File: config.mk
export PLATFORM = sky130hd
export DESIGN_NAME = key_debouncer
export DESIGN_NICKNAME = d
export VERILOG_FILES = /design/src/rtl/key_debouncer.sv
export SDC_FILE = /design/constraint.sdc
export NUM_CORES = 1
export LEC_CHECK = 0
export BUFFER_PORTS_ARGS = -buffer_cell sky130_fd_sc_hd__clkbuf_2
export CORE_UTILIZATION = 60
export CTS_CLUSTER_SIZE = 8
export DETAILED_ROUTE_END_ITERATION = 12
export GPL_ROUTABILITY_DRIVEN = 0
export PLACE_DENSITY = 0.77
export SETUP_SLACK_MARGIN = 0.05
export SKIP_CTS_REPAIR_TIMING = 1
export SLEW_MARGIN = 20
export SYNTH_ARGS = -nofsm -noshare
export SYNTH_HDL_FRONTEND = slang
export SYNTH_SLANG_ARGS = --single-unit
File: constraint.sdc
create_clock -name CLOCK_50 -period 5.1 [get_ports CLOCK_50]
set_clock_uncertainty 0.05 [all_clocks]
set_input_delay 1.02 -clock CLOCK_50 [delete_from_list [all_inputs] [get_ports CLOCK_50]]
set_output_delay 1.02 -clock CLOCK_50 [all_outputs]
set_load 0.01 [all_outputs]
File: src/rtl/key_debouncer.sv
// Pushbutton conditioner: 2-flop sync, per-key debounce FSM, press/release strobes.
// Optional auto-repeat on key_press when KEY_AUTOREPEAT_EN is defined.
module key_debouncer #(
  parameter int NUM_KEYS        = 4,
  parameter int DEBOUNCE_CYCLES = 1000000,
  parameter int REPEAT_DELAY    = 25000000,
  parameter int REPEAT_PERIOD   = 5000000
) (
  input  logic                CLOCK_50,
  input  logic                reset,
  input  logic [NUM_KEYS-1:0] KEY,
  output logic [NUM_KEYS-1:0] key_held,
  output logic [NUM_KEYS-1:0] key_press,
  output logic [NUM_KEYS-1:0] key_release
);

  localparam int CW = $clog2(DEBOUNCE_CYCLES + 1);
  localparam logic [CW-1:0] CMAX = CW'(DEBOUNCE_CYCLES - 1);
  localparam logic [CW-1:0] CONE = CW'(1);

`ifdef KEY_AUTOREPEAT_EN
  localparam int RMAX = (REPEAT_DELAY > REPEAT_PERIOD) ?
                        REPEAT_DELAY : REPEAT_PERIOD;
  localparam int RW = $clog2(RMAX + 1);
  localparam logic [RW-1:0] RDLY = RW'(REPEAT_DELAY - 1);
  localparam logic [RW-1:0] RPER = RW'(REPEAT_PERIOD - 1);
  localparam logic [RW-1:0] RONE = RW'(1);
`endif

  typedef enum logic [1:0] {
    RELEASED,
    PRESS_WAIT,
    PRESSED,
    RELEASE_WAIT
  } state_t;

  logic [NUM_KEYS-1:0] s1;
  logic [NUM_KEYS-1:0] s2;
  logic [NUM_KEYS-1:0] ks;

  // KEY is active-low and async; idle (released) sync value is 1
  always_ff @(posedge CLOCK_50 or posedge reset) begin
    if (reset) begin
      s1 <= '1;
      s2 <= '1;
    end else begin
      s1 <= KEY;
      s2 <= s1;
    end
  end

  assign ks = ~s2;

  for (genvar i = 0; i < NUM_KEYS; i++) begin : g_key
    state_t          st;
    state_t          st_n;
    logic [CW-1:0]   cnt;
    logic [CW-1:0]   cnt_n;
    logic            held;
    logic            held_n;
    logic            prs;
    logic            prs_n;
    logic            rel;
    logic            rel_n;
`ifdef KEY_AUTOREPEAT_EN
    logic [RW-1:0]   rcnt;
    logic [RW-1:0]   rcnt_n;
    logic            rfst;
    logic            rfst_n;
`endif

    always_ff @(posedge CLOCK_50 or posedge reset) begin
      if (reset) begin
        st   <= RELEASED;
        cnt  <= '0;
        held <= 1'b0;
        prs  <= 1'b0;
        rel  <= 1'b0;
`ifdef KEY_AUTOREPEAT_EN
        rcnt <= '0;
        rfst <= 1'b1;
`endif
      end else begin
        st   <= st_n;
        cnt  <= cnt_n;
        held <= held_n;
        prs  <= prs_n;
        rel  <= rel_n;
`ifdef KEY_AUTOREPEAT_EN
        rcnt <= rcnt_n;
        rfst <= rfst_n;
`endif
      end
    end

    always_comb begin
      st_n   = st;
      cnt_n  = cnt;
      held_n = held;
      prs_n  = 1'b0;
      rel_n  = 1'b0;
`ifdef KEY_AUTOREPEAT_EN
      rcnt_n = '0;
      rfst_n = 1'b1;
`endif
      unique case (st)
        RELEASED: begin
          if (ks[i]) begin
            st_n  = PRESS_WAIT;
            cnt_n = CONE;
          end
        end
        PRESS_WAIT: begin
          if (!ks[i]) begin
            st_n  = RELEASED;
            cnt_n = '0;
          end else if (cnt == CMAX) begin
            st_n   = PRESSED;
            cnt_n  = '0;
            held_n = 1'b1;
            prs_n  = 1'b1;
          end else begin
            cnt_n = cnt + CONE;
          end
        end
        PRESSED: begin
          if (!ks[i]) begin
            st_n  = RELEASE_WAIT;
            cnt_n = CONE;
          end else begin
`ifdef KEY_AUTOREPEAT_EN
            // first strobe after the delay, then one per period
            rfst_n = rfst;
            if (rfst && rcnt == RDLY) begin
              prs_n  = 1'b1;
              rfst_n = 1'b0;
            end else if (!rfst && rcnt == RPER) begin
              prs_n = 1'b1;
            end else begin
              rcnt_n = rcnt + RONE;
            end
`endif
          end
        end
        RELEASE_WAIT: begin
          if (ks[i]) begin
            st_n  = PRESSED;
            cnt_n = '0;
          end else if (cnt == CMAX) begin
            st_n   = RELEASED;
            cnt_n  = '0;
            held_n = 1'b0;
            rel_n  = 1'b1;
          end else begin
            cnt_n = cnt + CONE;
          end
        end
        default: begin
          st_n  = RELEASED;
          cnt_n = '0;
        end
      endcase
    end

    assign key_held[i]    = held;
    assign key_press[i]   = prs;
    assign key_release[i] = rel;
  end

endmodule
==> results of run 1 <==
## metal layers
metal  vias to the layer above  wire length [um]  part of all wire
met5                         -                 0                 0
met4                         0               120             0.011
met3                        10               472             0.041
met2                       109              5470              0.48
met1                      2246              5340              0.47
li1                       2212                 -                 -
## worst max-delay path, delay by kind of cell, from the launching register on
family                   cells  cell delay [ps]
AND/OR/NAND/NOR              3             1040
AO/OA/AOI/OAI                2              570
flip-flops                   1              430
adder cells (fa/ha/maj)      1              230
## placed cells by master, fill, tap and decap left out, types with 12 or more instances in the layout
cell type	Yosys	final
nand2_1	60	60
a31oi_1	45	45
inv_1	14	13
nand3_1	46	46
a21oi_1	37	36
o21ai_1	12	12
clkbuf_2	0	17
o21ai_0	12	12
a21o_1	13	13
dfrtp_1	100	100
and3_1	16	16
nor2_1	38	38
a41oi_1	12	12
nand4_1	18	18
nand2b_1	13	13
## where the power goes
part | internal, mW | switching [mW] | leakage [nW]
logic | 0.0924 | 0.170 | 0.949
clock network | 0.286 | 0.306 | 0.117
registers | 0.905 | 0.0720 | 1.46
## cell families after synthesis
logic type	Yosys count	synth area share
simple gates	257	0.248
compound gates	167	0.194
flops	108	0.482
buf+inv	48	0.0444
xor+xnor	10	0.0156
mux	4	0.00733
fa+ha+maj	4	0.00889
## flip-flops by register name, indices dropped and copies added (netlist names), named ones only
register and flops:
g_key.cnt 80, g_key.held 4, g_key.prs 4, g_key.rel 4
g_key.st 4, s1 4, s2 4
## worst paths after layout
kind,startpoint,endpoint,slack [ps],depth (start not counted)
setup / recovery,g_key[3].cnt[0]$_DFFE_PP0P_,g_key[3].cnt[17]$_DFFE_PP0P_,2680,6
hold / removal,s1[1]$_DFF_PP1_,s2[1]$_DFF_PP1_,310,0
setup reg to reg,g_key[3].cnt[0]$_DFFE_PP0P_,g_key[3].cnt[17]$_DFFE_PP0P_,2680,6
hold reg to reg,s1[1]$_DFF_PP1_,s2[1]$_DFF_PP1_,310,0
max in group asynchronous,reset,s2[2]$_DFF_PP1_,3210,3
min in group asynchronous,reset,g_key[1].prs$_DFF_PP0_,740,2
## cell type report
cell class | count | area [um^2]
fillers | 723 | 2970
flip-flops and latches | 108 | 2710
multi-input cells | 442 | 2670
well taps | 108 | 135
clock buffers | 9 | 124
repair buffers | 21 | 115
clock inverters | 7 | 109
inverters | 14 | 55.1
==> metrics.txt, run 1 <==
vias in the first global route=4,426; maximum vdd drop=0.000153 V; Core Area=8890 um^2; EDFF count, synth=0; GRT met3 Usage=0.0397; Power Density=309 nW/um^2; Synth cell types=61; Avg Cell Area, Syn=9.42 um^2; first-pass GRT wire length=20.4 mm; DP Cell Count=693; number of buffers added on ports=17; # rows=34; critical path peak fanout=23; Leak Pwr=2.52 nW; busiest grt layer=met2; Synth area leaders=dfrtp_1 44%, a31oi_1 5.0%, nand3_1 4.1%, nand2_1 4.0%, dfstp_2 3.7%; setup TNS=0 ps; CTS Buf Count=9; initial antenna violation count=0; Worst Hold Class=reg2reg; Layout area overhead=5.18%; crit-path cells=ha_1, nand4_1, nor4_4, a21oi_2, and3_1, a211o_1; syn_nets=608; largest net degree at the start of global routing=67; final non-filler cell area=5920 um^2; Final min period=2420 ps; dpl ws=2720 ps; sequential cell area fraction in the yosys report=0.482; worst path arrival time=2630 ps; H-Tree Depth=3; leading area contributor after synthesis=dfrtp_1; die height=98.9 um; yosys warns=0; grt met2 use=0.427; Worst setup SP type=flop; antenna-violating nets left=0; end-of-flow core utilization=0.666; die span in x=98.9 um; Slew Limit Fails=0; FMAX=413 MHz; drt first pass iters=4; Final Instance Count excl. Fillers=709; met1 usage=0.350; worst-margin pin slew=932 ps; 1st-iter DRT viols=277; diode count=0; asr flop ratio synth=1.00; CP max-delay cell=nor4_4; maxcap violations=0; top-count cell post-synth=dfrtp_1; hold_ws=314 ps; worst skew pair latency=370 ps; grt ovf=0; fraction of layout cells with a size suffix above 1=0.108; routed via count=4,577; post-layout power=1.83 mW; clk sinks=108; clk buf depth=2; post-DP HPWL=7.62 mm; DRT Wirelength=11.4 mm; Starting Density=0.633; TritonCTS clock tree=yes; Max stage delay on crit path=450 ps; Post-route DRC=0; Synth Cell Area=5630 um^2; Tot GR Track Use=0.256; post-route clock period utilization=0.475; vias per cell=6.46; Seq cells post-synth=108; nets=606; clk root buf=clkbuf_8; post-route setup slack=2680 ps; RSZ-0062 raised after global routing=no; Ports=18; full die area=9780 um^2; Syn Inst Count=598; post-synth top area share=0.444; Worst Setup End Kind=flop; top cells by instance count after synthesis=100 x dfrtp_1, 60 x nand2_1, 46 x nand3_1, 45 x a31oi_1, 38 x nor2_1; Top FF cell, synth=dfrtp_1; DP Area=5690 um^2; wire per inst=16.1 um; Hold Vio Cnt, Final=0; slew margin rel.=0.379; status=completed; Worst Path Required=5310 ps; Final setup viols=0; clock-pin slew on the worst setup and hold paths=100 ps; crit path kind=reg2reg
No activity file was read; power rests on OpenSTA's default activity.
==> run 2, diff against run 1 <==
--- a/config.mk
+++ b/config.mk
@@ -6,11 +6,11 @@
 export NUM_CORES = 1
 export LEC_CHECK = 0
 export BUFFER_PORTS_ARGS = -buffer_cell sky130_fd_sc_hd__clkbuf_2
-export CORE_UTILIZATION = 60
+export CORE_UTILIZATION = 56
 export CTS_CLUSTER_SIZE = 8
 export DETAILED_ROUTE_END_ITERATION = 12
 export GPL_ROUTABILITY_DRIVEN = 0
-export PLACE_DENSITY = 0.77
+export PLACE_DENSITY = 0.76
 export SETUP_SLACK_MARGIN = 0.05
 export SKIP_CTS_REPAIR_TIMING = 1
 export SLEW_MARGIN = 20
==> constraint.sdc (replaced) <==
create_clock -name CLOCK_50 -period 2.1 [get_ports CLOCK_50]
set_clock_uncertainty 0.05 [all_clocks]
set_input_delay 0.42 -clock CLOCK_50 [delete_from_list [all_inputs] [get_ports CLOCK_50]]
set_output_delay 0.42 -clock CLOCK_50 [all_outputs]
set_load 0.01 [all_outputs]
==> run 2 against run 1 <==
  * Die area rose by 7.0%
  * Largest cell class is now multi-input gates
  * Sequential cell count did not move
  * The run now ends with setup timing left
  * Combinational power rose to 3.6 times the previous value
  * Utilization rose by 2.5 points
  * Register-to-register slack got worse by 2700 ps
  * Critical path depth fell by 1
  * Sequential power rose by 140%
  * Clock power rose to 2.6 times the previous value
  * Design area rose by 14%
  * Sequential share of layout area fell by 5.6 points
  * Final cell count rose by 13%
  * Via count rose by 6.3%
==> metrics.txt, run 2 (synthesis results as in run 1) <==
Tot GR Track Use=0.251; Layout area overhead=20.0%; combinational share of power=0.197; crit-path cells=or4b_4, nor4_4, and3_4, nand2_2, a221o_1; switch share=0.289; end-of-flow core utilization=0.691; CTS Buf Count=9; first-pass GRT wire length=20.3 mm; H-Tree Depth=3; clk buf depth=2; Net Sw Power=1.39 mW; Crit. path cell count=5; Critical Path Source=g_key[2].cnt[6]$_DFFE_PP0P_; FMAX=475 MHz; Worst setup SP type=flop; # rows=36; Post-route DRC=0; Max stage delay on crit path=570 ps; DRT Wirelength=12.6 mm; worst r2r path cells=5; wire per inst=15.8 um; most frequent cells in the layout=99 x dfrtp_1, 62 x buf_4, 59 x nand2_1, 45 x nand3_1, 44 x a31oi_1; sequential share of power=0.489; Starting Density=0.576; drt first pass iters=5; Worst Path Required=2330 ps; post-route clock period utilization=1.00; clk root buf=clkbuf_8; crit path buf inv count=0; vias in the first global route=4,504; worst-margin pin slew=593 ps; max reg flops=80; largest net degree at the start of global routing=75; critical path endpoint=g_key[2].held$_DFFE_PP0P_; Slew Limit Fails=0; r2r endpoint=g_key[2].held$_DFFE_PP0P_; reg2reg start=g_key[2].cnt[6]$_DFFE_PP0P_; post-DP HPWL=8.39 mm; antenna-violating nets left=0; reg2reg setup slack=-3 ps; post-route setup slack=-3.28 ps; die height=102 um; Final setup viols=1; initial antenna violation count=0; Worst Hold Class=in2reg; critical path peak fanout=3; most common cell after layout, fill and taps aside=dfrtp_1; number of buffers added on ports=17; worst path arrival time=2330 ps; worst skew pair latency=390 ps; clock-pin slew on the worst setup and hold paths=110 ps; Worst Setup End Kind=flop; 1st-iter DRT viols=182; crit path kind=reg2reg; clock share of power=0.314; Ports=18; Leak Pwr=2.91 nW; Top delay family on crit path=simple AND/OR/NAND/NOR gates; fraction of layout cells with a size suffix above 1=0.245; diode count=0; routed via count=4,866; vias per cell=6.07; Final min period=2100 ps; failing checks=setup timing; Hold Vio Cnt, Final=0; nets=674; maximum vdd drop=0.000570 V; final non-filler cell area=6760 um^2; Reg with most FFs=g_key.cnt; slew margin rel.=0.603; die span in x=102 um; internal power=3.42 mW; grt ovf=0; TritonCTS clock tree=yes; Power Density=711 nW/um^2; CP max-delay cell=or4b_4; status=complete, but fails checks; Core Area=9770 um^2; DP Area=6150 um^2; clk sinks=108; maxcap violations=0; RSZ-0062 raised after global routing=yes; full die area=10,500 um^2
[run 2: cell type report]
| type | count | area, um^2 |
|---|---|---|
| sequential | 108 | 2710 |
| tap | 133 | 166 |
| timing repair buffer | 89 | 671 |
| clock inverter | 7 | 115 |
| multi-input combinational | 442 | 2910 |
| fill | 724 | 3020 |
| inverter | 14 | 56.3 |
| clock buffer | 9 | 124 |
[run 2: worst min path at each step]
stage	startpoint	endpoint	slack, ps	cells past startpoint
2_1_floorplan	s1[0]$_DFF_PP1_	s2[0]$_DFF_PP1_	300	0
3_3_place_gp	s1[1]$_DFF_PP1_	s2[1]$_DFF_PP1_	300	0
3_5_place_dp	s1[0]$_DFF_PP1_	s2[0]$_DFF_PP1_	300	0
4_1_cts	reset	g_key[0].st[0]$_DFFE_PP0P_	-90	2
5_1_grt	KEY[1]	s1[1]$_DFF_PP1_	30	1
6_report	KEY[2]	s1[2]$_DFF_PP1_	50	1
[run 2: power by group through the flow]
stage	clock, mW	sequential (mW)	combinational (mW)
2_1_floorplan	0	2.35	0.550
3_3_place_gp	0	2.37	0.789
3_5_place_dp	0	2.38	0.811
4_1_cts	1.54	2.34	0.817
5_1_grt	1.63	2.37	1.05
6_report	1.51	2.35	0.947
[run 2: worst register-to-register path, cell delays in order (launching register included)]
cell     delay [ps]
dfrtp_1         410
or4b_4          570
nor4_4          320
and3_4          270
nand2_2          60
a221o_1         310
[run 2: per-layer routing]
metal / GRT usage / up-vias / share of wire
met5: 0 / - / 0
met4: 0.0780 / 0 / 0.020
met3: 0.0793 / 26 / 0.053
met2: 0.406 / 149 / 0.49
met1: 0.323 / 2344 / 0.44
li1: - / 2347 / -
[run 2: metrics by stage]
step	power, mW	hold slack [ps]	worst slack, ps	setup TNS (ps)	cells
after global routing	5.05	25.7	-70.4	-570	802
final	4.80	48.0	-3.28	-3.28	802
after global placement	3.16	296	90.1	0	774
after floorplan	2.90	295	71.8	0	598
after detailed placement	3.19	297	-3.77	-6.46	774
after CTS	4.69	-88.8	-12.6	-34.5	790
